File: src/rtl/mem_access_stage_pkg.sv
// mem_access_stage_pkg: shared widths and MEM-stage FSM encodings
package mem_access_stage_pkg;
  localparam int DATA_W = 8;
  localparam int ADDR_W = 8;
  typedef enum logic [1:0] {
    MEM_IDLE = 2'd0,
    MEM_BUSY = 2'd1,
    MEM_RESP = 2'd2
  } mem_state_t;
endpackage

File: src/rtl/mem_access_stage_timeout_ctr.sv
// mem_timeout_ctr: bus-watchdog cycle counter with terminal-count flag
module mem_timeout_ctr #(
  parameter int TIMEOUT_CYC = 16
) (
  input  logic clk,
  input  logic rst,
  input  logic clr,
  input  logic en,
  output logic tc
);
  localparam int W = $clog2(TIMEOUT_CYC);
  logic [W-1:0] cnt;
  assign tc = cnt == W'(TIMEOUT_CYC - 1);
  always_ff @(posedge clk or posedge rst)
    if (rst) cnt <= '0;
    else if (clr) cnt <= '0;
    else if (en) cnt <= cnt + W'(1);
endmodule

File: src/rtl/mem_access_stage.sv
// mem_access_stage: MEM-stage load/store sequencer, output port and bus watchdog
module mem_access_stage
  import mem_access_stage_pkg::*;
#(
  parameter int                TIMEOUT_CYC = 16,
  parameter logic [DATA_W-1:0] ERR_DATA    = 8'hFF
) (
  input  logic              clk,
  input  logic              rst,
  input  logic              in_valid,
  input  logic              mem_read,
  input  logic              mem_write,
  input  logic              io_write,
  input  logic [ADDR_W-1:0] addr,
  input  logic [DATA_W-1:0] wdata,
  input  logic [DATA_W-1:0] mem_rdata,
  input  logic              mem_ack,
  output logic              mem_req,
  output logic              mem_we,
  output logic [ADDR_W-1:0] mem_addr,
  output logic [DATA_W-1:0] mem_wdata,
  output logic [DATA_W-1:0] data_B,
  output logic              stall,
  output logic [DATA_W-1:0] out_port,
  output logic              bus_err
);
  mem_state_t state, state_nxt;
  logic start, busy, tc, done;
  assign busy  = state == MEM_BUSY;
  assign start = in_valid & (mem_read | mem_write) & (state == MEM_IDLE);
  assign done  = busy & (mem_ack | tc);
  assign stall = !rst & (start | busy);
  mem_timeout_ctr #(.TIMEOUT_CYC(TIMEOUT_CYC)) u_ctr (
    .clk(clk),
    .rst(rst),
    .clr(start),
    .en (busy),
    .tc (tc)
  );
  always_comb begin
    state_nxt = MEM_IDLE;
    state_nxt = (state == MEM_IDLE) ? (start ? MEM_BUSY : MEM_IDLE) :
                busy                ? (done ? MEM_RESP : MEM_BUSY) : MEM_IDLE;
  end
  // ack has priority over timeout when both land in the same cycle
  always_ff @(posedge clk or posedge rst)
    if (rst) begin
      state     <= MEM_IDLE;
      mem_req   <= 1'b0;
      mem_we    <= 1'b0;
      mem_addr  <= '0;
      mem_wdata <= '0;
      data_B    <= '0;
      out_port  <= '0;
      bus_err   <= 1'b0;
    end else begin
      state <= state_nxt;
      if (start) begin
        mem_req   <= 1'b1;
        mem_we    <= mem_write;
        mem_addr  <= addr;
        mem_wdata <= wdata;
      end else if (done) begin
        mem_req <= 1'b0;
        if (!mem_we) data_B <= mem_ack ? mem_rdata : ERR_DATA;
        if (!mem_ack) bus_err <= 1'b1;
      end
      if (in_valid && io_write && !stall) out_port <= wdata;
    end
endmodule

File: config.mk
export PLATFORM = sky130hd
export DESIGN_NAME = mem_access_stage
export DESIGN_NICKNAME = d
export VERILOG_FILES = /design/src/rtl/mem_access_stage_pkg.sv /design/src/rtl/mem_access_stage_timeout_ctr.sv /design/src/rtl/mem_access_stage.sv
export SDC_FILE = /design/constraint.sdc
export NUM_CORES = 1
export LEC_CHECK = 0
export CAP_MARGIN = 20
export CORE_ASPECT_RATIO = 0.9
export CORE_MARGIN = 4
export CORE_UTILIZATION = 43
export CTS_CLUSTER_DIAMETER = 40
export DETAILED_ROUTE_END_ITERATION = 6
export HOLD_SLACK_MARGIN = 0.06
export PLACE_DENSITY = 0.79
export SLEW_MARGIN = 40
export SYNTH_ARGS = -nofsm -noshare
export SYNTH_HDL_FRONTEND = slang
export SYNTH_SLANG_ARGS = --single-unit
File: constraint.sdc
create_clock -name clk -period 1.71 [get_ports clk]
set_clock_uncertainty 0.05 [all_clocks]
set_input_delay 0.342 -clock clk [delete_from_list [all_inputs] [get_ports clk]]
set_output_delay 0.342 -clock clk [all_outputs]
set_load 0.01 [all_outputs]
# Yosys cells after proc, flatten, opt, wreduce, memory -nomap -nowiden
# Index checks and enable logic that the tools add are counted.
[totals] ff_bits=41 input_bits=31
[op_classes] n_reduce_logical=9 bitwise=10 eq_ne=2 add_sub_neg=1 n_mux=9
[op_table] operator="two-way mux 4 bit" count=2
[op_table] operator="two-way mux 8 bit" count=1
[op_table] operator="two-way mux 2 bit" count=3
[op_table] operator="AND reduction 3 bit" count=2
[op_table] operator="adder 4 x 1 -> 4 bit (second input constant)" count=1
[op_table] operator="bitwise AND 1 bit" count=4
[op_table] operator="== test 4 bit (second input constant)" count=1
[op_table] operator="nonzero test 2 bit" count=2
[op_table] operator="two-way mux 1 bit" count=3
[op_table] operator="inverter 1 bit" count=3
[op_table] operator="OR 1 bit" count=3
[op_table] operator="== test 2 x 1 -> 1 bit (second input constant)" count=1
[op_table] operator="logical AND 1 bit" count=2
[op_table] operator="zero test 1 bit" count=2
[op_table] operator="zero test 2 bit" count=1

# Logic depth before layout (Yosys ltp)
# Gate-level depths: netlist of the first run.
[logic_depth] ltp_word=7 depth_mapped=4 mapped_depth_nobuf=4

# By module
# A second synthesis of the first run with hierarchy kept.
[hier_totals] hier_cells=119 area_unflattened_um2=1762.9
[by_module_without_submodules] mod="mem_access_stage" area_each_um2=1560.2 instances=1 cells_per_inst=101 seq_area_each_um2=925.9
[by_module_without_submodules] mod="mem_timeout_ctr" area_each_um2=202.7 instances=1 cells_per_inst=18 seq_area_each_um2=100.1

# Worst setup path after synthesis of the first run
# No wires, ideal clock.
[synth_timing] path_type="reg2reg" from="reg state[1]" to="reg mem_wdata[3]" period_less_slack_ps=1500 path_slack_ps=210 arrival_ps=1325 n_path_buf=1 stages_incl_launch_ff=4 cell_sequence="dfrtp_1 nor3_4 buf_4 mux2_2"
[synth_between] elab_chain_len=2
[synth_lines] element="start: declaration" line_no="mem_access_stage.sv:27" text="mem_state_t state, state_nxt;"
[synth_lines] element="start signal: assignment" line_no="mem_access_stage.sv:57" text="state <= state_nxt;"
[synth_lines] element="zero test 2 bit" line_no="mem_access_stage.sv:30" text="assign start = in_valid & (mem_read | mem_write) & (state == MEM_IDLE);"
[synth_lines] element="bitwise AND 1 bit" line_no="mem_access_stage.sv:30"
[synth_lines] element="end signal: assignment" line_no="mem_access_stage.sv:62" text="mem_wdata <= wdata;"
[synth_lines] element="end: declaration" line_no="mem_access_stage.sv:21" text="output logic [DATA_W-1:0] mem_wdata,"
# Every way passes these cells.
# A chain may end at the register's enable or synchronous reset.

# Worst setup path after layout of the first run
[layout_timing] from="in mem_read" to="out stall"
[layout_between] elab_chain_len=5
[layout_lines] element="start: declaration" line_no="mem_access_stage.sv:11" text="input logic mem_read,"
[layout_lines] element="OR 1 bit" line_no="mem_access_stage.sv:30"
[layout_lines] element="bitwise AND 1 bit (2 in a row)" line_no="mem_access_stage.sv:30"
[layout_lines] element="OR 1 bit" line_no="mem_access_stage.sv:32" text="assign stall = !rst & (start | busy);"
[layout_lines] element="bitwise AND 1 bit" line_no="mem_access_stage.sv:32"
[layout_lines] element="end: declaration" line_no="mem_access_stage.sv:23" text="output logic stall,"
# Every way passes these cells.

==> metrics, run 1 <==
total global routing overflow=0; Die Wd=between 70 and 80 µm; largest net degree at the start of global routing=22; most common cell after layout, fill and taps aside=clkdlybuf4s50_1; setup tns final=0 ps; GR Util met2=29.1%; Syn Area/Cell=14.5 µm²; clock slew at reported path FFs=approximately 70 ps; CORE AREA=3760 µm²; fraction of layout cells with a size suffix above 1=22.9%; crit path launch type=input port; CP Class=input port to primary output; switching power=~0.001 W; met3 usage=4.76%; Chip Height=just under 70 µm; CP Max Fanout=2; GP Congestion=between 0.7 and 0.8; synthesized instance count=approximately 120; final hold violations=0; drt pass-1 iters=3; busiest grt layer=met2; CP peak stage delay=500 ps; total wire length=3.84 mm; global-route wire length before repair=6.26 mm; Yosys cell types=30; DRC Markers=0; die area=4990 µm²; Finished Layout Cells=between 200 and 250; Req. time, crit path=around 1300 ps; # hold bufs at CTS=0; routed vias/inst=4.94; clock latency on the worst-skew pair=290 ps; Int Pwr=0.00255 W; leakage=1.18 nW; Longest Clk Path Bufs=2; H-tree lvl count=2; Worst Tran Pin Value=roughly 400 ps; clock share of power=18.9%; antenna cells=0; initial antenna violation count=0; most frequent cells in the layout=clkdlybuf4s50_1, dfrtp_1, buf_4; # Max-Cap Violations=0; CTS tree=yes; crit end category=primary output; FMAX=roughly 600 MHz; Synth Net Count=between 100 and 150; Slew Viols, Final=0; I/O Pins=between 60 and 70; Synth Warn #=0; clk sinks=between 40 and 50; RSZ-0062 raised after global routing=no; vias in the first global route=1304; initial DRC count=between 40 and 50; critical path's slowest cell=clkdlybuf4s50_1; # port buffers=66; Top Family by Delay on Critical Path=buffers and inverters; Rows=21; worst path bufs/invs=2; Hold Path Class=input port to flip-flop; clock period minus worst slack=roughly 1700 ps; Clk Tree Root Cell=clkbuf_8; # nets final=232; sequential area share after synthesis=60.9%; Netlist Area Pre-Place=about 1700 µm²; antenna-violating nets left=0; final period utilization=97.8%; Initial Util=44.9%; Critical Path, Cell by Cell=clkdlybuf4s50_1, o21ai_2, a21o_1, nor2_1, buf_2; worst vdd ir=877 µV; area delta synth->final=54.8%; final hold slack=~420 ps; met1 usage=20.8%; Seq pwr share=41.9%; HPWL after DPL=2.96 mm; power per cell area=about 1400 nW/µm²; final design utilization=69.4%; Final setup viols=0; Yosys reg bits=between 40 and 50; Cell Count Post-Placement=237; slew margin rel.=73.6%; combinational power share=39.2%; via count=1220; status=finished clean; WP data arrival=1280 ps; sw frac=~29%; WL/cell=15.5 µm; cts bufs inserted=5; Total GRT Usage=between 10% and 20%
## metal layers
layer	wire length (µm)	share of wire, %
met5	0	0
met2	2020	53
met3	169	4.4
met1	1600	42
met4	47	1.2
## registers in the layout, indices dropped and copies added, names as in the netlist
signal,cells
mem_wdata,8
state,2
u_ctr.cnt,4
mem_req,1
bus_err,1
mem_addr,8
out_port,8
data_B,8
mem_we,1
## final cells by class
type,instances,area [µm²]
fillers,283,1150
flip-flops and latches,41,1030
repair buffers,81,788
multi-input cells,68,624
clock buffers,7,96.3
well taps,46,57.6
inverters,3,11.3
clock inverters,1,5.00
## power groups by stage
| stage | sequential, W | clock, W | combinational (W) |
|---|---|---|---|
| detailed placement | 0.00152 | 0 | 0.00142 |
| finish | 0.00150 | 0.000676 | 0.00140 |
| floorplan | 0.00164 | 0 | 0.000464 |
| global placement | 0.00150 | 0 | 0.00139 |
| global route | 0.00154 | 0.000754 | 0.00151 |
| CTS | 0.00150 | 0.000703 | 0.00143 |
## tightest hold or removal path, delay by kind of cell
kind     cells  cell delay, ps
buf+inv      2             260
mux          1             130
## path summary, 6_finish.rpt
path,start,slack (ps),cells past startpoint,endpoint
hold reg to reg,bus_err,430,1,bus_err
setup / recovery,mem_read,40,5,stall
hold / removal,mem_write,420,3,mem_we
max in group asynchronous,rst,840,4,mem_wdata[3]
min in group asynchronous,rst,540,4,u_ctr.cnt[3]
setup reg to reg,state[0],90,5,out_port[0]
## cells by family after synthesis
group,share of synthesized area [%]
flops,60.9
mux,19.2
simple gates,7.65
compound gates,8.76
buf+inv,2.30
xor+xnor,0.520
fa+ha+maj,0.742
## timing repair
item                                    in CTS  in global routing
resized for setup                            4                  4
endpoints found under the setup margin       1                 10
buffers inserted                             0                  2
pin swaps                                    1                  2
## per-stage QoR
stage | power, W | setup WS [ps] | area, µm²
2_1_floorplan | 0.00210 | 210 | 1690
3_3_place_gp | 0.00289 | -416 | 2490
3_5_place_dp | 0.00294 | -421 | 2490
4_1_cts | 0.00363 | 10.1 | 2580
5_1_grt | 0.00381 | 2.79 | 2610
6_report | 0.00358 | 37.7 | 2610
## Yosys cell counts (all sizes together)
library cell	instances	share of area [%]
nor2b	2	0.74
a2bb2oi	8	4.2
mux2	26	19
nand3	1	0.30
or2b	1	0.45
and3	1	0.37
buf	4	1.6
xnor2	1	0.52
a221o	1	0.59
a22o	2	1.0
nor3	2	1.3
o21ai	2	0.59
ha	1	0.74
o311a	1	0.59
a21o	3	1.3
or3	1	0.37
inv	3	0.67
o31ai	1	0.45
dfrtp	41	61
nor4bb	1	0.59
nor2	10	2.2
nor3b	1	0.45
nand3b	2	0.89
No activity file was read; power rests on OpenSTA's default activity.
==> inputs of run 2 (changes only) <==
--- a/config.mk
+++ b/config.mk
@@ -8,12 +8,13 @@
 export CAP_MARGIN = 20
 export CORE_ASPECT_RATIO = 0.9
 export CORE_MARGIN = 4
-export CORE_UTILIZATION = 43
+export CORE_UTILIZATION = 35
 export CTS_CLUSTER_DIAMETER = 40
 export DETAILED_ROUTE_END_ITERATION = 6
 export HOLD_SLACK_MARGIN = 0.06
-export PLACE_DENSITY = 0.79
+export PLACE_DENSITY = 0.66
 export SLEW_MARGIN = 40
 export SYNTH_ARGS = -nofsm -noshare
 export SYNTH_HDL_FRONTEND = slang
+export SYNTH_HIERARCHICAL = 1
 export SYNTH_SLANG_ARGS = --single-unit
==> metrics, run 2 <==
status=finished clean; fraction of layout cells with a size suffix above 1=30.3%; synthesized instance count=119; clock share of power=16.0%; clock slew at reported path FFs=70 ps; Final WS setup=51.0 ps; Hold Path Class=input port to async pin; Longest Clk Path Bufs=2; total global routing overflow=0; DRC Markers=0; Final setup viols=0; CORE AREA=around 4900 µm²; antenna cells=0; GP Congestion=0.728; Yosys reg bits=41; commonest cells in the netlist=dfrtp_1, mux2_4, mux2_2; most frequent cells in the layout=clkdlybuf4s50_1, dfrtp_1, mux2_4; asr flop ratio synth=100%; leakage=~1.2 nW; drt pass-1 iters=4; area delta synth->final=53.7%; Total GRT Usage=13.9%; Req. time, crit path=1830 ps; Netlist Area Pre-Place=about 1800 µm²; Clk Tree Root Cell=clkbuf_8; CTS tree=yes; global-route wire length before repair=6.75 mm; clock period minus worst slack=1660 ps; Yosys cell types=30; Critical Path, Cell by Cell=ha_2, and3_1, nor2_1, nor3_4, mux2_2; Post-synth EDFFs=0; Syn Area/Cell=14.8 µm²; crit end category=flip-flop; most frequent cell after synthesis=dfrtp_1; sw frac=28.8%; HPWL after DPL=roughly 3.2 mm; postcts setup bufs=0; final period utilization=97.0%; # port buffers=66; worst vdd ir=about 560 µV; slew margin rel.=80.2%; Chip Height=between 70 and 80 µm; Seq pwr share=41.2%; Synth Net Count=151; via count=1262; antenna-violating nets left=0; WL/cell=15.9 µm; die area=6240 µm²; I/O Pins=67; cts bufs inserted=5; crit path launch type=flip-flop; Synth area leader=dfrtp_1; combinational power share=42.7%; clk sinks=just over 40; Int Pwr=about 0.0026 W; final hold violations=0; Slew Viols, Final=0; largest net degree at the start of global routing=38; # nets final=232; FMAX=603 MHz; pre-CTS setup slack=-465 ps; WP data arrival=approximately 1800 ps; post-synth top area share=58.2%; Primary FF master, synth=dfrtp_1; # Max-Cap Violations=0; sequential area share after synthesis=58.2%; most common cell after layout, fill and taps aside=clkdlybuf4s50_1; top cells by area, synth=dfrtp_1, mux2_4, mux2_2, o21ba_2, buf_6; vias in the first global route=between 1000 and 1500; routed vias/inst=4.74; Synth Warn #=6; H-tree lvl count=2; # hold bufs at CTS=0; clock latency on the worst-skew pair=280 ps; critical path's slowest cell=dfrtp_1; Initial Util=~36%; Rows=24; CP peak stage delay=400 ps; Worst Tran Pin Value=297 ps; CP Class=flip-flop to flip-flop; CP Max Fanout=4; switching power=0.00105 W; initial antenna violation count=0; total wire length=between 4 and 5 mm; Die Wd=82.8 µm; final hold slack=a little under 400 ps; initial DRC count=56; power per cell area=1350 nW/µm²
run 2: cell count changes after synthesis, moves of 3 or more:
cell | before | now
nor2_1 | 10 | 5
o21ba_2 | 0 | 5
inv_1 | 3 | 6
nand2b_1 | 0 | 4
nor4_1 | 0 | 5
mux2_1 | 6 | 0
a2bb2oi_1 | 8 | 0
a21o_1 | 3 | 0
mux2_4 | 8 | 18
run 2: layout make-up:
cell class | count | area [µm²]
Timing Repair Buffer | 79 | 811
Clock buffer | 8 | 80.1
Fill cell | 406 | 2160
Multi-Input combinational cell | 67 | 688
Inverter | 6 | 22.5
Tap cell | 65 | 81.3
Sequential cell | 41 | 1030
run 2: power groups by stage:
stage / Combinational, W / Clock, W / Sequential, W
floorplan: 0.000592 / 0 / 0.00162
global placement: 0.00154 / 0 / 0.00149
detailed placement: 0.00157 / 0 / 0.00152
CTS: 0.00157 / 0.000614 / 0.00151
global route: 0.00166 / 0.000657 / 0.00155
finish: 0.00156 / 0.000586 / 0.00151
run 2: logic make-up after synthesis:
kind of cell             synth area share (%)
AO/OA/AOI/OAI                            6.17
AND/OR/NAND/NOR                          7.81
buffers and inverters                    3.69
adder cells (fa/ha/maj)                 0.710
XOR/XNOR                                0.497
flip-flops                               58.2
multiplexers                             22.9
run 2: repair_timing:
action | in CTS | in global routing
setup endpoints to repair | 1 | 27
resized for setup | 5 | 6
hold endpoints to repair | 0 | 0
pin swaps | 1 | 2
run 2: layer usage:
metal  GRT usage (%)  vias to the layer above  wire length [µm]
met4            5.99                        0                57
met1            17.5                      619              1820
met2            23.1                       52              2100
met5               0                        -                 0
met3            3.78                        6               258
li1                -                      585                 -
run 2: per-stage QoR:
step	setup TNS, ps	utilization, %	cell area (µm²)	power [W]	instances
floorplan	0	-	1760	0.00222	119
global placement	-6210	53.7	2610	0.00303	258
detailed placement	-7770	53.7	2610	0.00309	258
CTS	0	55.3	2690	0.00369	266
global route	-33.7	55.7	2710	0.00386	266
finish	0	55.7	2710	0.00365	266
run 2: final timing paths:
path | to | slack [ps] | from | cells past startpoint
setup / recovery | data_B[6] | 50 | u_ctr/cnt[0] | 5
hold / removal | u_ctr/cnt[0] | 390 | rst | 3
setup reg to reg | data_B[6] | 50 | u_ctr/cnt[0] | 5
hold reg to reg | out_port[1] | 460 | out_port[1] | 1
max in group asynchronous | mem_req | 870 | rst | 4
min in group clk | mem_we | 440 | mem_write | 3
run 2: worst max-delay path, delay by kind of cell, from the launching register on:
family / cells / cell delay (ps)
AND/OR/NAND/NOR: 3 / 510
adder cells (fa/ha/maj): 1 / 220
multiplexers: 1 / 370
flip-flops: 1 / 400
==> inputs of run 3 (changes only) <==
--- a/config.mk
+++ b/config.mk
@@ -7,13 +7,13 @@
 export LEC_CHECK = 0
 export CAP_MARGIN = 20
 export CORE_ASPECT_RATIO = 0.9
-export CORE_MARGIN = 4
+export CORE_MARGIN = 1
 export CORE_UTILIZATION = 35
 export CTS_CLUSTER_DIAMETER = 40
 export DETAILED_ROUTE_END_ITERATION = 6
 export HOLD_SLACK_MARGIN = 0.06
 export PLACE_DENSITY = 0.66
-export SLEW_MARGIN = 40
+export SLEW_MARGIN = 20
 export SYNTH_ARGS = -nofsm -noshare
 export SYNTH_HDL_FRONTEND = slang
 export SYNTH_HIERARCHICAL = 1
==> metrics, run 3 (synthesis results as in run 2) <==
most frequent cells in the layout=clkdlybuf4s50_1, dfrtp_1, mux2_4; I/O Pins=67; area delta synth->final=53.8%; met3 usage=between 5 and 6%; crit path launch type=flip-flop; die area=5330 µm²; # nets final=237; CORE AREA=4830 µm²; CTS tree=yes; largest net degree at the start of global routing=25; busiest grt layer=met2; antenna-violating nets left=0; Worst Tran Pin Value=331 ps; initial DRC count=25; leakage=1.22 nW; Total GRT Usage=between 10% and 20%; via count=1263; # hold bufs at CTS=0; CP Class=flip-flop to primary output; total global routing overflow=0; clock slew at reported path FFs=around 70 ps; # port buffers=66; worst vdd ir=~580 µV; total wire length=slightly above 4 mm; crit end category=primary output; Rows=24; HPWL after DPL=3.12 mm; Initial Util=36.5%; Longest Clk Path Bufs=2; clk sinks=41; Top Family by Delay on Critical Path=buffers and inverters; global-route wire length before repair=around 6.8 mm; critical path's slowest cell=clkdlybuf4s50_1; WL/cell=15.1 µm; FMAX=609 MHz; initial antenna violation count=0; most common cell after layout, fill and taps aside=clkdlybuf4s50_1; CP peak stage delay=550 ps; WP data arrival=about 1300 ps; # Max-Cap Violations=0; clock latency on the worst-skew pair=280 ps; status=finished clean; Final setup viols=0; Hold Path Class=input port to async pin; Cell Count Post-Placement=261; Req. time, crit path=1320 ps; Tot Pwr=0.00369 W; setup tns final=0 ps; cts bufs inserted=5; power per cell area=between 1000 and 1500 nW/µm²; Die Wd=76.8 µm; routed vias/inst=roughly 4.7; Slew Viols, Final=0; DRC Markers=0; Clk Tree Root Cell=clkbuf_8; fraction of layout cells with a size suffix above 1=32.0%; Finished Layout Cells=between 200 and 300; area of the multi-input gates=~690 µm²; Chip Height=about 69 µm; Layout fillers=between 300 and 400; H-tree lvl count=2; antenna cells=0; Critical Path, Cell by Cell=clkdlybuf4s50_1; drt pass-1 iters=4; final hold slack=around 360 ps; met1 usage=between 10% and 20%; CP Max Fanout=6; FF/Latch Area=1030 µm²; slew margin rel.=77.7%; clock period minus worst slack=1640 ps; GP Congestion=0.682; GR Util met2=29.1%; vias in the first global route=1437; worst path bufs/invs=1; RSZ-0062 raised after global routing=no; final hold violations=0; final period utilization=96.0%
run 3: final cells by class:
cell class              instances  share of cell area, %
multi-input cells              67                   25.6
well taps                      65                   3.00
repair buffers                 84                   29.8
flip-flops and latches         41                   37.9
inverters                       6                  0.831
clock buffers                   8                   2.95
run 3: worst paths after layout:
check | from | end | slack [ps] | cells after the start
worst max-delay path | mem_we | mem_we | 70 | 1
worst min-delay path | rst | u_ctr/cnt[3] | 360 | 3
worst max register to register | u_ctr/cnt[1] | data_B[6] | 120 | 5
worst min register to register | mem_addr[3] | mem_addr[3] | 460 | 1
max in group asynchronous | rst | mem_we | 790 | 4
min in group clk | mem_addr[3] | mem_addr[3] | 460 | 1
run 3: routing by layer:
metal | up-vias | wire (µm)
met5 | - | 0
met4 | 0 | 20
met3 | 2 | 181
met2 | 33 | 2140
met1 | 635 | 1740
li1 | 593 | -
run 3: repair_timing:
action / 4_1_cts / 5_1_grt
resized for setup: 8 / 4
pin swaps: 2 / 3
endpoints found under the setup margin: 13 / 4
setup buffers: 2 / 0
run 3: stage by stage:
step / worst slack [ps] / area, µm² / util [%]
2_1_floorplan: 137 / 1760 / -
3_3_place_gp: -476 / 2590 / 53.7
3_5_place_dp: -478 / 2590 / 53.7
4_1_cts: 11.5 / 2690 / 55.7
5_1_grt: 14.1 / 2710 / 56.1
6_report: 68.1 / 2710 / 56.1
run 3: report_power, final:
part | internal [W] | switching (W) | leakage, nW
combinational | 0.00104 | 0.000556 | 0.701
sequential | 0.00130 | 0.000212 | 0.482
clock | 0.000290 | 0.000299 | 0.0395
